`config.mk`:
```
export PLATFORM = sky130hd
export DESIGN_NAME = debug_step_ctrl
export DESIGN_NICKNAME = d
export VERILOG_FILES = /design/src/rtl/debug_step_ctrl.sv
export SDC_FILE = /design/constraint.sdc
export NUM_CORES = 1
export LEC_CHECK = 0
export BUFFER_PORTS_ARGS = -buffer_cell sky130_fd_sc_hd__buf_2
export CAP_MARGIN = 10
export CORE_MARGIN = 2
export CORE_UTILIZATION = 53
export CTS_CLUSTER_DIAMETER = 50
export DETAILED_ROUTE_END_ITERATION = 10
export MAX_ROUTING_LAYER = met4
export PLACE_DENSITY = 0.8
export SYNTH_ARGS = -nofsm -noshare
export SYNTH_HDL_FRONTEND = slang
export SYNTH_SLANG_ARGS = --single-unit
export TNS_END_PERCENT = 30
```
`constraint.sdc`:
```
create_clock -name clk_clk -period 2.19 [get_ports clk_clk]
set_input_delay 0.3285 -clock clk_clk [delete_from_list [all_inputs] [get_ports clk_clk]]
set_output_delay 0.3285 -clock clk_clk [all_outputs]
set_load 0.03 [all_outputs]
```
`src/rtl/debug_step_ctrl.sv`:
```
// Run/step/breakpoint controller that gates a CPU clock enable from a debounced run switch and
// step key, with a fetch-address breakpoint and a saturating count of enabled cycles.
module debug_step_ctrl #(
    parameter int unsigned DEBOUNCE_CYCLES = 500000,
    parameter int unsigned ADDR_W          = 32
) (
    input  logic              clk_clk,
    input  logic              reset_reset_n,
    input  logic              run_sw,
    input  logic              step_key_n,
    input  logic              bp_en,
    input  logic [ADDR_W-1:0] bp_addr,
    input  logic [ADDR_W-1:0] instr_if,
    output logic              cpu_en,
    output logic              halted,
    output logic              bp_hit,
    output logic [15:0]       step_count
);

    localparam int unsigned CntW = (DEBOUNCE_CYCLES > 1) ? $clog2(DEBOUNCE_CYCLES) : 1;
    localparam logic [CntW-1:0] CntMax = CntW'(DEBOUNCE_CYCLES - 1);

    localparam int unsigned NumCh = 2;
    localparam int unsigned ChRun = 0;
    localparam int unsigned ChKey = 1;
    // Inactive levels: run switch low, step key released (high).
    localparam logic [NumCh-1:0] InIdle = 2'b10;

    typedef enum logic [1:0] {
        StHalt  = 2'd0,
        StStep  = 2'd1,
        StRun   = 2'd2,
        StBreak = 2'd3
    } state_e;

    logic [NumCh-1:0]           raw_in;
    logic [NumCh-1:0]           sync1_q;
    logic [NumCh-1:0]           sync2_q;
    logic [NumCh-1:0]           db_q;
    logic [NumCh-1:0]           db_d;
    logic [NumCh-1:0][CntW-1:0] cnt_q;
    logic [NumCh-1:0][CntW-1:0] cnt_d;
    logic                       key_prev_q;
    logic                       run_s;
    logic                       press;

    state_e                     state_q;
    state_e                     state_d;
    logic                       first_run_q;
    logic                       bp_take;

    logic                       cpu_en_q;
    logic                       cpu_en_d;
    logic                       halted_q;
    logic                       halted_d;
    logic                       bp_hit_q;
    logic                       bp_hit_d;
    logic [15:0]                step_count_q;
    logic [15:0]                step_count_d;

    assign raw_in = {step_key_n, run_sw};

    always_ff @(posedge clk_clk or negedge reset_reset_n) begin
        if (!reset_reset_n) begin
            sync1_q <= InIdle;
            sync2_q <= InIdle;
        end else begin
            sync1_q <= raw_in;
            sync2_q <= sync1_q;
        end
    end

    // Count consecutive samples that disagree with the accepted level; any agreeing sample
    // restarts the count.
    always_comb begin
        db_d  = db_q;
        cnt_d = '0;
        for (int i = 0; i < NumCh; i++) begin
            if (sync2_q[i] != db_q[i]) begin
                if (cnt_q[i] == CntMax) begin
                    db_d[i] = sync2_q[i];
                end else begin
                    cnt_d[i] = cnt_q[i] + 1'b1;
                end
            end
        end
    end

    always_ff @(posedge clk_clk or negedge reset_reset_n) begin
        if (!reset_reset_n) begin
            db_q       <= InIdle;
            cnt_q      <= '0;
            key_prev_q <= 1'b1;
        end else begin
            db_q       <= db_d;
            cnt_q      <= cnt_d;
            key_prev_q <= db_q[ChKey];
        end
    end

    assign run_s = db_q[ChRun];
    assign press = key_prev_q & ~db_q[ChKey];

    // The compare is masked on the first RUN cycle so a run may start at the breakpoint.
    assign bp_take = bp_en & (instr_if == bp_addr) & ~first_run_q;

    always_ff @(posedge clk_clk or negedge reset_reset_n) begin
        if (!reset_reset_n) begin
            state_q     <= StHalt;
            first_run_q <= 1'b1;
        end else begin
            state_q     <= state_d;
            first_run_q <= (state_q != StRun);
        end
    end

    always_comb begin
        state_d = state_q;
        case (state_q)
            StHalt: begin
                if (run_s) begin
                    state_d = StRun;
                end else if (press) begin
                    state_d = StStep;
                end
            end
            StStep: begin
                state_d = StHalt;
            end
            StRun: begin
                if (!run_s) begin
                    state_d = StHalt;
                end else if (bp_take) begin
                    state_d = StBreak;
                end
            end
            StBreak: begin
                if (!run_s) begin
                    state_d = StHalt;
                end else if (press) begin
                    state_d = StStep;
                end
            end
            default: begin
                state_d = StHalt;
            end
        endcase
    end

    always_comb begin
        cpu_en_d = (state_d == StStep) || (state_d == StRun);
        halted_d = ~cpu_en_d;

        bp_hit_d = bp_hit_q;
        if ((state_d == StBreak) && (state_q != StBreak)) begin
            bp_hit_d = 1'b1;
        end else if (cpu_en_d && (state_d != state_q)) begin
            bp_hit_d = 1'b0;
        end

        step_count_d = step_count_q;
        if (cpu_en_q && (step_count_q != 16'hFFFF)) begin
            step_count_d = step_count_q + 16'd1;
        end
    end

    always_ff @(posedge clk_clk or negedge reset_reset_n) begin
        if (!reset_reset_n) begin
            cpu_en_q     <= 1'b0;
            halted_q     <= 1'b1;
            bp_hit_q     <= 1'b0;
            step_count_q <= '0;
        end else begin
            cpu_en_q     <= cpu_en_d;
            halted_q     <= halted_d;
            bp_hit_q     <= bp_hit_d;
            step_count_q <= step_count_d;
        end
    end

    assign cpu_en     = cpu_en_q;
    assign halted     = halted_q;
    assign bp_hit     = bp_hit_q;
    assign step_count = step_count_q;

endmodule

```
== After elaboration in Yosys (flattened, before gate mapping) ==
Cells that the tools add are included.
Word-level totals
  flip-flop bits (word level): 67
  bits of input ports: 69
  memories kept: 0
  logic and storage cells: 57
  bits in writable memories: 0
  output and inout bits: 19
  memory bits (read-only): 0
  latch bits: 0
Operators by class
  equality and inequality tests: 15
  mux-type cells: 12
  $add $sub $neg: 3
  div/mod/pow operators: 0
  reduce and logical (&&, ||, !) cells: 8
  shift operators: 0
  order comparisons: 0
  bitwise operators: 6
  multipliers: 0
Operators by type and width (count)
  $mux 19: 4
  $add 19x1->19 const B: 2
  $eq 19x19->1 const B: 2
  $eq 32x32->1: 1
  $add 16x1->16 const B: 1
  $ne 16x16->1 const B: 1
  $mux 2: 5
  $eq 2x2->1 const B: 4
  $pmux 2 s4: 1
  $eq 2x1->1 const B: 2
  $ne 2x2->1 const B: 2
  $reduce_and 2->1: 2
  $and 1x1->1: 3
  $logic_and 1x1->1: 3
  $not 1->1: 3
  $logic_not 2->1: 1
  $mux 1: 2
  $ne 1x1->1: 2
  $ne 2x2->1: 1
  $reduce_bool 2->1: 1
  $logic_or 1x1->1: 1

== Logic depth before layout (Yosys ltp) ==
Gate-level depths: netlist of the first run.
  word-level depth: 11
  mapped depth: 10
  gate-level depth less buffers: 10

== Least setup slack after synthesis of the first run ==
OpenSTA, ideal clock, no wires.
  path kind: input-to-reg
  start point: in bp_addr[31]
  end point: reg bp_hit_q (netlist: bp_hit)
  data arrival time: 1.796 ns
  path buffers: 0
  stages: 10
  slack: 0.330 ns
  cells stage by stage: xnor2_1 > nand4_1 > nor4_1 > nand4_1 > o21ai_0 > ha_1 > a21oi_1 > o2111a_1 > nor2_1 > a21o_1
Between the ends
  word-level cells in the longest chain between the ends: 10
  elaborated cells on any way between the ends: 15
  classes of those cells: 5 x eq/ne; 4 x mux; 2 x bitwise; 4 x reduce/logical
RTL lines
  start, declared: line 12  | input logic [ADDR_W-1:0] bp_addr,
  $eq 32x32->1 (*): line 105  | assign bp_take = bp_en & (instr_if == bp_addr) & ~first_run_q;
  $and 1x1->1 (*) (2 in series): line 105
  $mux 2 (*): line 133  | end else if (bp_take) begin
  $mux 2 (*): line 131  | if (!run_s) begin
  $pmux 2 s4 (*): line 119  | case (state_q)
  named net state_d[0]: line 48  | state_e state_d;
  $eq 2x1->1 or $eq 2x2->1 (tied branches): line 151  | cpu_en_d = (state_d == StStep) || (state_d == StRun);
  $logic_or 1x1->1: line 151
  $logic_and 1x1->1: line 157  | end else if (cpu_en_d && (state_d != state_q)) begin
  $reduce_bool 2->1 (no source line)
  end signal, assigned: line 176  | bp_hit_q <= bp_hit_d;
  end, declared: line 56  | logic bp_hit_q;
The timed path passes the listed nets; every way through them passes the cells marked *.
A chain may end at the register's enable or synchronous reset.

== Worst setup path after layout of the first run ==
  start point: reg first_run_q
  end point: reg bp_hit_q (netlist: bp_hit)
Between the ends
  word-level cells in the longest chain between the ends: 9
  elaborated cells on any way between the ends: 14
  classes of those cells: 4 x eq/ne; 4 x mux; 2 x bitwise; 4 x reduce/logical
RTL lines
  start, declared: line 49  | logic first_run_q;
  start signal, assigned: line 113  | first_run_q <= (state_q != StRun);
  $not 1->1 (*): line 105
  $and 1x1->1 (*): line 105
  $mux 2 (*): line 133
  $mux 2 (*): line 131
  $pmux 2 s4 (*): line 119
  named net state_d[0]: line 48
  $eq 2x1->1 or $eq 2x2->1 (tied branches): line 151
  $logic_or 1x1->1: line 151
  $logic_and 1x1->1: line 157
  $reduce_bool 2->1 (no source line)
Marked as above.

==> results by group, run 1 <==
Status
  – Status: completed

Die
  – Std-Cell Rows: 29
  – Starting Density: 54.7%
  – Placeable Area: 6310 um^2
  – Die Area: 7180 um^2
  – Top Ports: 88
  – Die span in x: 84.7 um
  – Die Ht: 84.7 um

Layout
  – Layout cells sized above 1: 26.8%
  – Finished Core Util: 66.2%
  – Final instance area: 4180 um^2
  – Nets: 505
  – Antenna cells: 0
  – Area Overhead vs Synth: 21.1%
  – Fillers: 512

Worst setup path
  – WP data required: 2.48 ns
  – R2r worst-path depth: 9
  – Critical Setup Path Class: reg -> reg
  – CP Launch Type: register
  – Reg2reg setup slack: 0.25 ns
  – Crit path DAT: 2.23 ns
  – R2R Path Start: first_run_q
  – Reg-to-reg critical path endpoint: bp_hit
  – Crit-path max FO: 3
  – Setup crit end kind: register

Clock network
  – CTS tree: yes
  – H-tree depth: 3
  – Root Buffer: clkbuf_8
  – CTS Buf Count: 9
  – Worst-Skew Late Latency: 0.35 ns
  – Clock transition at path regs: 0.07 ns
  – Clock buffer depth: 2
  – Post CTS Setup Buffer Count: 0
  – Clock sink total: 67

Global route
  – Vias in the first global route: 2665
  – Largest net degree at the start of global routing: 68
  – Tot GR Track Use: 20.7%
  – Antenna violations before repair: 0
  – Global-route wire length before repair: 11500 um
  – Total grt overflow: 0

STA
  – Worst slew pin tran: 0.568 ns
  – FMAX: 516 MHz
  – Final period util: 88.5%
  – Fin. max-slew vios: 0
  – Final setup vio count: 0
  – Unrepaired setup endpoints after global routing: false
  – Fin Hold WS: 0.0829 ns
  – Final worst setup slack: 0.252 ns
  – Slew headroom: 61.9%
  – Post-layout minimum cycle time: 1.94 ns
  – Setup_tns: 0 ns
  – Clock Skew: 0.00967 ns
  – Final Hold Vio Count: 0

Yosys
  – Async S/R FF share, synth: 100%
  – Yosys top cell area share: 44.2%
  – Leading area contributor after synthesis: dfrtp_1
  – Syn. warnings: 0
  – Synth Instances: 337
  – Synthesized area per cell: 10.2 um^2
  – Post-synth EDFFs: 0
  – Cell Area, Synth: 3450 um^2
  – Most used DFF post-synth: dfrtp_1
  – Most frequent cell after synthesis: dfrtp_1
  – Syn_nets: 410
  – Share of the yosys chip area belonging to registers: 48.8%
  – Synth top cells by count: dfrtp_1, nor2_1, xnor2_1
  – Largest cells by area after synthesis: dfrtp_1, xnor2_1, xor2_1
  – FF+latch count, synth: 67
  – Post-synth cell types: 37

Hold path
  – Hold path depth: 1
  – Hold crit path type: in -> reg
  – Min-delay src: step_key_n
  – WHS Endpoint: sync1_q[1]

Drt
  – Routed via count: 2669
  – Vias per std cell: 5.19
  – DRC: 0
  – Iteration-0 DRC Markers: 117
  – Drt wl/cell: 12.9 um
  – Routed wire length: 6640 um
  – TritonRoute pass-1 iters: 4
  – Post-DRT Antenna Nets: 0

Power and ir drop
  – Leak: 1.95 nW
  – Power density cells: 599 nW/um^2
  – Peak VDD IR: 0.000471 V

Place
  – Placed Area: 3960 um^2
  – GPL Wtd Cong: 0.819
  – Dpl ws: -0.0469 ns
  – Post-DP HPWL: 4780 um
  – # port buffers: 87

Flow run
  – Max Cap Violations: 0
## cells in the final DEF, fill, tap and decap left out, types with 2 or more instances in the layout
cell and n:
buf_2 87, dfrtp_1 61, nor2_1 51, xnor2_1 46
xor2_1 36, nand4_1 25, nand3_1 21, nand2_1 18
clkbuf_8 12, nor4_1 7, and3_1 7, nor3_1 6
inv_1 6, dfstp_2 6, and4_1 5, a21oi_1 5
ha_1 4, nand2b_1 3, and2_1 3, mux2_2 3
nand3b_1 2, nor4b_1 2, or2_2 2, clkbuf_1 2
buf_4 2
## worst max-delay path, stage by stage (launching register included)
cell,delay [ns]
dfstp_2,0.36
nand3b_1,0.15
nor4_1,0.31
nand4_1,0.17
o21ai_1,0.20
ha_1,0.22
a21oi_1,0.06
o2111a_1,0.23
nor2_1,0.11
a21o_1,0.09
## where the power goes
group | switching, W | internal, W | leakage, nW
Clock | 0.000436 | 0.000618 | 0.107
Sequential | 0.0000109 | 0.00125 | 0.900
Combinational | 0.0000903 | 0.0000979 | 0.943
## final cells by class
type                       count  area [um^2]  area share (%)
sequential                    67         1680            40.3
clock buffer                  14          173            4.13
clock inverter                 2         35.0           0.838
multi-input combinational    257         1690            40.4
tap                           77         96.3            2.30
inverter                       6         22.5           0.539
timing repair buffer          91          480            11.5
## metrics by stage
step	power, W	instances
final	0.00251	514
after floorplan	0.00137	337
after detailed placement	0.00147	497
after CTS	0.00254	514
after global placement	0.00147	497
after global routing	0.00261	514
## flip-flops by register name (all words and copies together), names as in the netlist, 2 cells and up
| name | count |
|---|---|
| db_q | 2 |
| sync2_q | 2 |
| cnt_q | 38 |
| state_q | 2 |
| step_count | 16 |
| sync1_q | 2 |
## worst max path at each step
stage / start / to / slack [ns] / cells after the start
floorplan: bp_addr[31] / bp_hit / 0.33 / 10
global placement: bp_addr[3] / bp_hit / 0.04 / 11
detailed placement: bp_addr[3] / bp_hit / -0.05 / 11
CTS: first_run_q / bp_hit / 0.19 / 9
global route: first_run_q / bp_hit / 0.07 / 9
finish: first_run_q / bp_hit / 0.25 / 9
## layer usage
layer  track usage [%]  up-vias  wire, um
li1                  -     1345         -
met1              21.5     1271      2810
met2              35.7       42      3460
met3              6.10       11       240
met4              9.67        0       127
met5                 -        -         0
## cells by family after synthesis
family          share of synthesized area (%)
flops                                    48.8
simple gates                             23.9
mux                                     0.978
buf+inv                                  2.28
compound gates                           1.81
xor+xnor                                 20.8
fa+ha+maj                                1.45
## repair_timing
action	CTS	global route
resized for setup	0	1
hold buffers	1	0
endpoints found under the setup margin	0	1
endpoints found under the hold margin	22	0
No activity file was read; power rests on OpenSTA's default activity.
==> run 2: changes to the inputs <==
CORE_UTILIZATION = 55   (was 53)
CTS_BUF_LIST = sky130_fd_sc_hd__clkbuf_8   (was not set)
PLACE_DENSITY = 0.82   (was 0.8)
SETUP_SLACK_MARGIN = 0.4   (was not set)
==> run 2 against run 1 <==
Compared with the run above: the run now ends with hold timing left; sequential power is essentially flat; wire length up 14%; non-clock buffer count increased by 9; combinational power grew 11%; maximum frequency is 4.2% higher; flip-flop and latch count unchanged.
==> results by group, run 2 (same netlist as run 1, synthesis figures left out) <==
Layout
  – Most common cell after layout, fill and taps aside: buf_2
  – Layout cells sized above 1: 32.4% (+5.7 points)
  – Top reg by flops: cnt_q
  – Antenna cells: 0 (unchanged)
  – Max reg flops: 38 (unchanged)
  – Area Overhead vs Synth: 25.7%
  – Final instance area: 4340 um^2 (+3.8%)
  – Nets: 515 (+2.0%)
  – Most frequent cells in the layout: buf_2, dfrtp_1, nor2_1, xnor2_1, xor2_1
  – Finished Layout Cells: 522 (+1.6%)

STA
  – FMAX: 538 MHz (+4.2%)
  – Fin Hold WS: -0.00630 ns (-0.0892 ns)
  – Unrepaired setup endpoints after global routing: true
  – Fin. max-slew vios: 0 (unchanged)
  – Final period util: 84.9% (-3.6 points)
  – Clock Skew: 0.00855 ns (-0.00112 ns)
  – Worst slew pin tran: 0.502 ns (-0.0659 ns)
  – Final Hold Vio Count: 28 (+28)
  – Final setup vio count: 0 (unchanged)
  – Slew headroom: 66.4% (+4.6 points)
  – Post-layout minimum cycle time: 1.86 ns (-0.0788 ns)

Die
  – Die Area: 6930 um^2 (-3.5%)
  – Starting Density: 57.6% (+2.9 points)
  – Placeable Area: 5990 um^2 (-5.1%)
  – Std-Cell Rows: 28 (-3.4%)
  – Die span in x: 83.2 um (-1.7%)
  – Die Ht: 83.2 um (-1.7%)
  – Top Ports: 88 (unchanged)

Clock network
  – Clock buffer depth: 2 (unchanged)
  – Worst-Skew Late Latency: 0.35 ns (about the same)
  – Hold buffers post-CTS: 0 (-1)
  – CTS Buf Count: 9 (unchanged)
  – Clock transition at path regs: 0.07 ns (about the same)
  – Root Buffer: clkbuf_8
  – Clock sink total: 67 (unchanged)
  – H-tree depth: 3 (unchanged)
  – CTS tree: yes

Hold path
  – Hold crit path type: in -> async

Worst setup path
  – Critical Setup Path Class: reg -> reg
  – CP Launch Type: register
  – WP data required: 2.48 ns (about the same)
  – Slowest CP cell: dfstp_2
  – CP cell instances: nand3b_1 > nor4_2 > nand4_1 > o21ai_2 > ha_2 > a21oi_2 > o2111a_1 > nor2_1 > a21o_1
  – Critical Path Max Stage Delay: 0.36 ns (about the same)
  – Crit path DAT: 2.15 ns (-0.08 ns)
  – Crit-path max FO: 4 (+1)
  – Setup crit end kind: register
  – CP top delay family: simple AND/OR/NAND/NOR gates
  – Crit path buf inv count: 0 (unchanged)

Power and ir drop
  – Leak: 2.01 nW (+3.3%)
  – Switch Pwr: 0.000580 W (+8.0%)
  – Power Total: 0.00257 W (+2.4%)
  – Combinational fraction of design power: 8.1% (+0.6 points)
  – Clock share of power: 42.7% (+0.6 points)
  – Sw frac: 22.6% (+1.2 points)
  – Power density cells: 591 nW/um^2 (-1.3%)
  – Cell internal pwr: 0.00199 W (+0.90%)
  – Register share of total power: 49.2% (-1.2 points)
  – Peak VDD IR: 0.000408 V (-13%)

Drt
  – Post-DRT Antenna Nets: 0 (unchanged)
  – DRC: 0 (unchanged)
  – Iteration-0 DRC Markers: 167 (+43%)
  – Routed via count: 2867 (+7.4%)
  – Drt wl/cell: 14.5 um (+12%)
  – Vias per std cell: 5.49 (+5.8%)
  – Routed wire length: 7580 um (+14%)
  – TritonRoute pass-1 iters: 4 (unchanged)

Status
  – Status: finished, violations left
  – Violated checks: hold timing

Place
  – Placed Area: 3990 um^2 (+0.69%)
  – Post-DP HPWL: 5210 um (+8.9%)
  – GPL Wtd Cong: 0.801 (-2.2%)
  – # port buffers: 87 (unchanged)
  – Inst Count DP: 495 (-0.40%)

Global route
  – Total grt overflow: 0 (unchanged)
  – Global-route wire length before repair: 12900 um (+12%)
  – Tot GR Track Use: 23.5% (+2.9 points)
  – Antenna violations before repair: 0 (unchanged)
  – Vias in the first global route: 2931 (+10%)
  – Largest net degree at the start of global routing: 68 (unchanged)

Flow run
  – Max Cap Violations: 0 (unchanged)
-- run 2: cell types whose count changed in the layout (fill, tap and decap cells not counted), sizes merged --
cell / previous run / this run
or2: 3 / 4
buf: 90 / 100
bufinv: 1 / 2
clkbuf: 14 / 9
clkinv: 1 / 2
clkinvlp: 0 / 1
dlygate4sd3: 1 / 0
inv: 6 / 8
-- run 2: repair_timing --
action,in CTS,in global routing
setup endpoints to repair,38,45
pin swaps,4,4
gates resized for setup,12,3
cloned,1,1
setup buffers,6,3
-- run 2: metrics by stage --
step           setup TNS (ns)  util, %  setup WS [ns]
6_report                    0     72.4          0.331
2_1_floorplan               0        -          0.384
3_3_place_gp                0     66.6         0.0910
3_5_place_dp          -0.0440     66.6        -0.0440
5_1_grt                     0     72.4          0.211
4_1_cts                     0     71.7          0.341
-- run 2: worst paths after layout --
| check | cells past startpoint | start | endpoint | slack [ns] |
|---|---|---|---|---|
| min in group clk_clk | 1 | step_key_n | sync1_q[1] | 0.07 |
| max in group asynchronous | 2 | reset_reset_n | halted | 1.89 |
| hold / removal | 2 | reset_reset_n | db_q[0] | -0.006 |
| setup / recovery | 9 | first_run_q | bp_hit | 0.33 |
| hold reg to reg | 0 | sync1_q[0] | sync2_q[0] | 0.35 |
| setup reg to reg | 9 | first_run_q | bp_hit | 0.33 |
-- run 2: worst reg2reg max path, delay by kind of cell (launching register included) --
family | cells | cell delay (ns)
AOI/OAI and AO/OA | 4 | 0.53
adders and majority gates | 1 | 0.24
DFF | 1 | 0.36
and+or+nand+nor | 4 | 0.67
-- run 2: power groups by stage --
stage	Clock, W	Sequential, W	Combinational (W)
after global placement	0	0.00129	0.000191
after global routing	0.00116	0.00126	0.000230
after CTS	0.00111	0.00126	0.000204
after floorplan	0	0.00128	0.0000901
final	0.00110	0.00126	0.000208
after detailed placement	0	0.00129	0.000198
-- run 2: metal layers --
layer / share of wire, % / global-route usage [%] / wire length (um)
met1: 41 / 25.5 / 3100
met2: 51 / 41.5 / 3840
met3: 6.1 / 4.67 / 460
met4: 2.5 / 10.6 / 189
met5: 0 / - / 0
-- run 2: layout make-up --
cell class | count | area [um^2]
multi-input cells | 258 | 1770
flip-flops and latches | 67 | 1690
fillers | 434 | 1650
repair buffers | 100 | 553
clock buffers | 9 | 124
well taps | 75 | 93.8
clock inverters | 7 | 85.1
inverters | 6 | 22.5
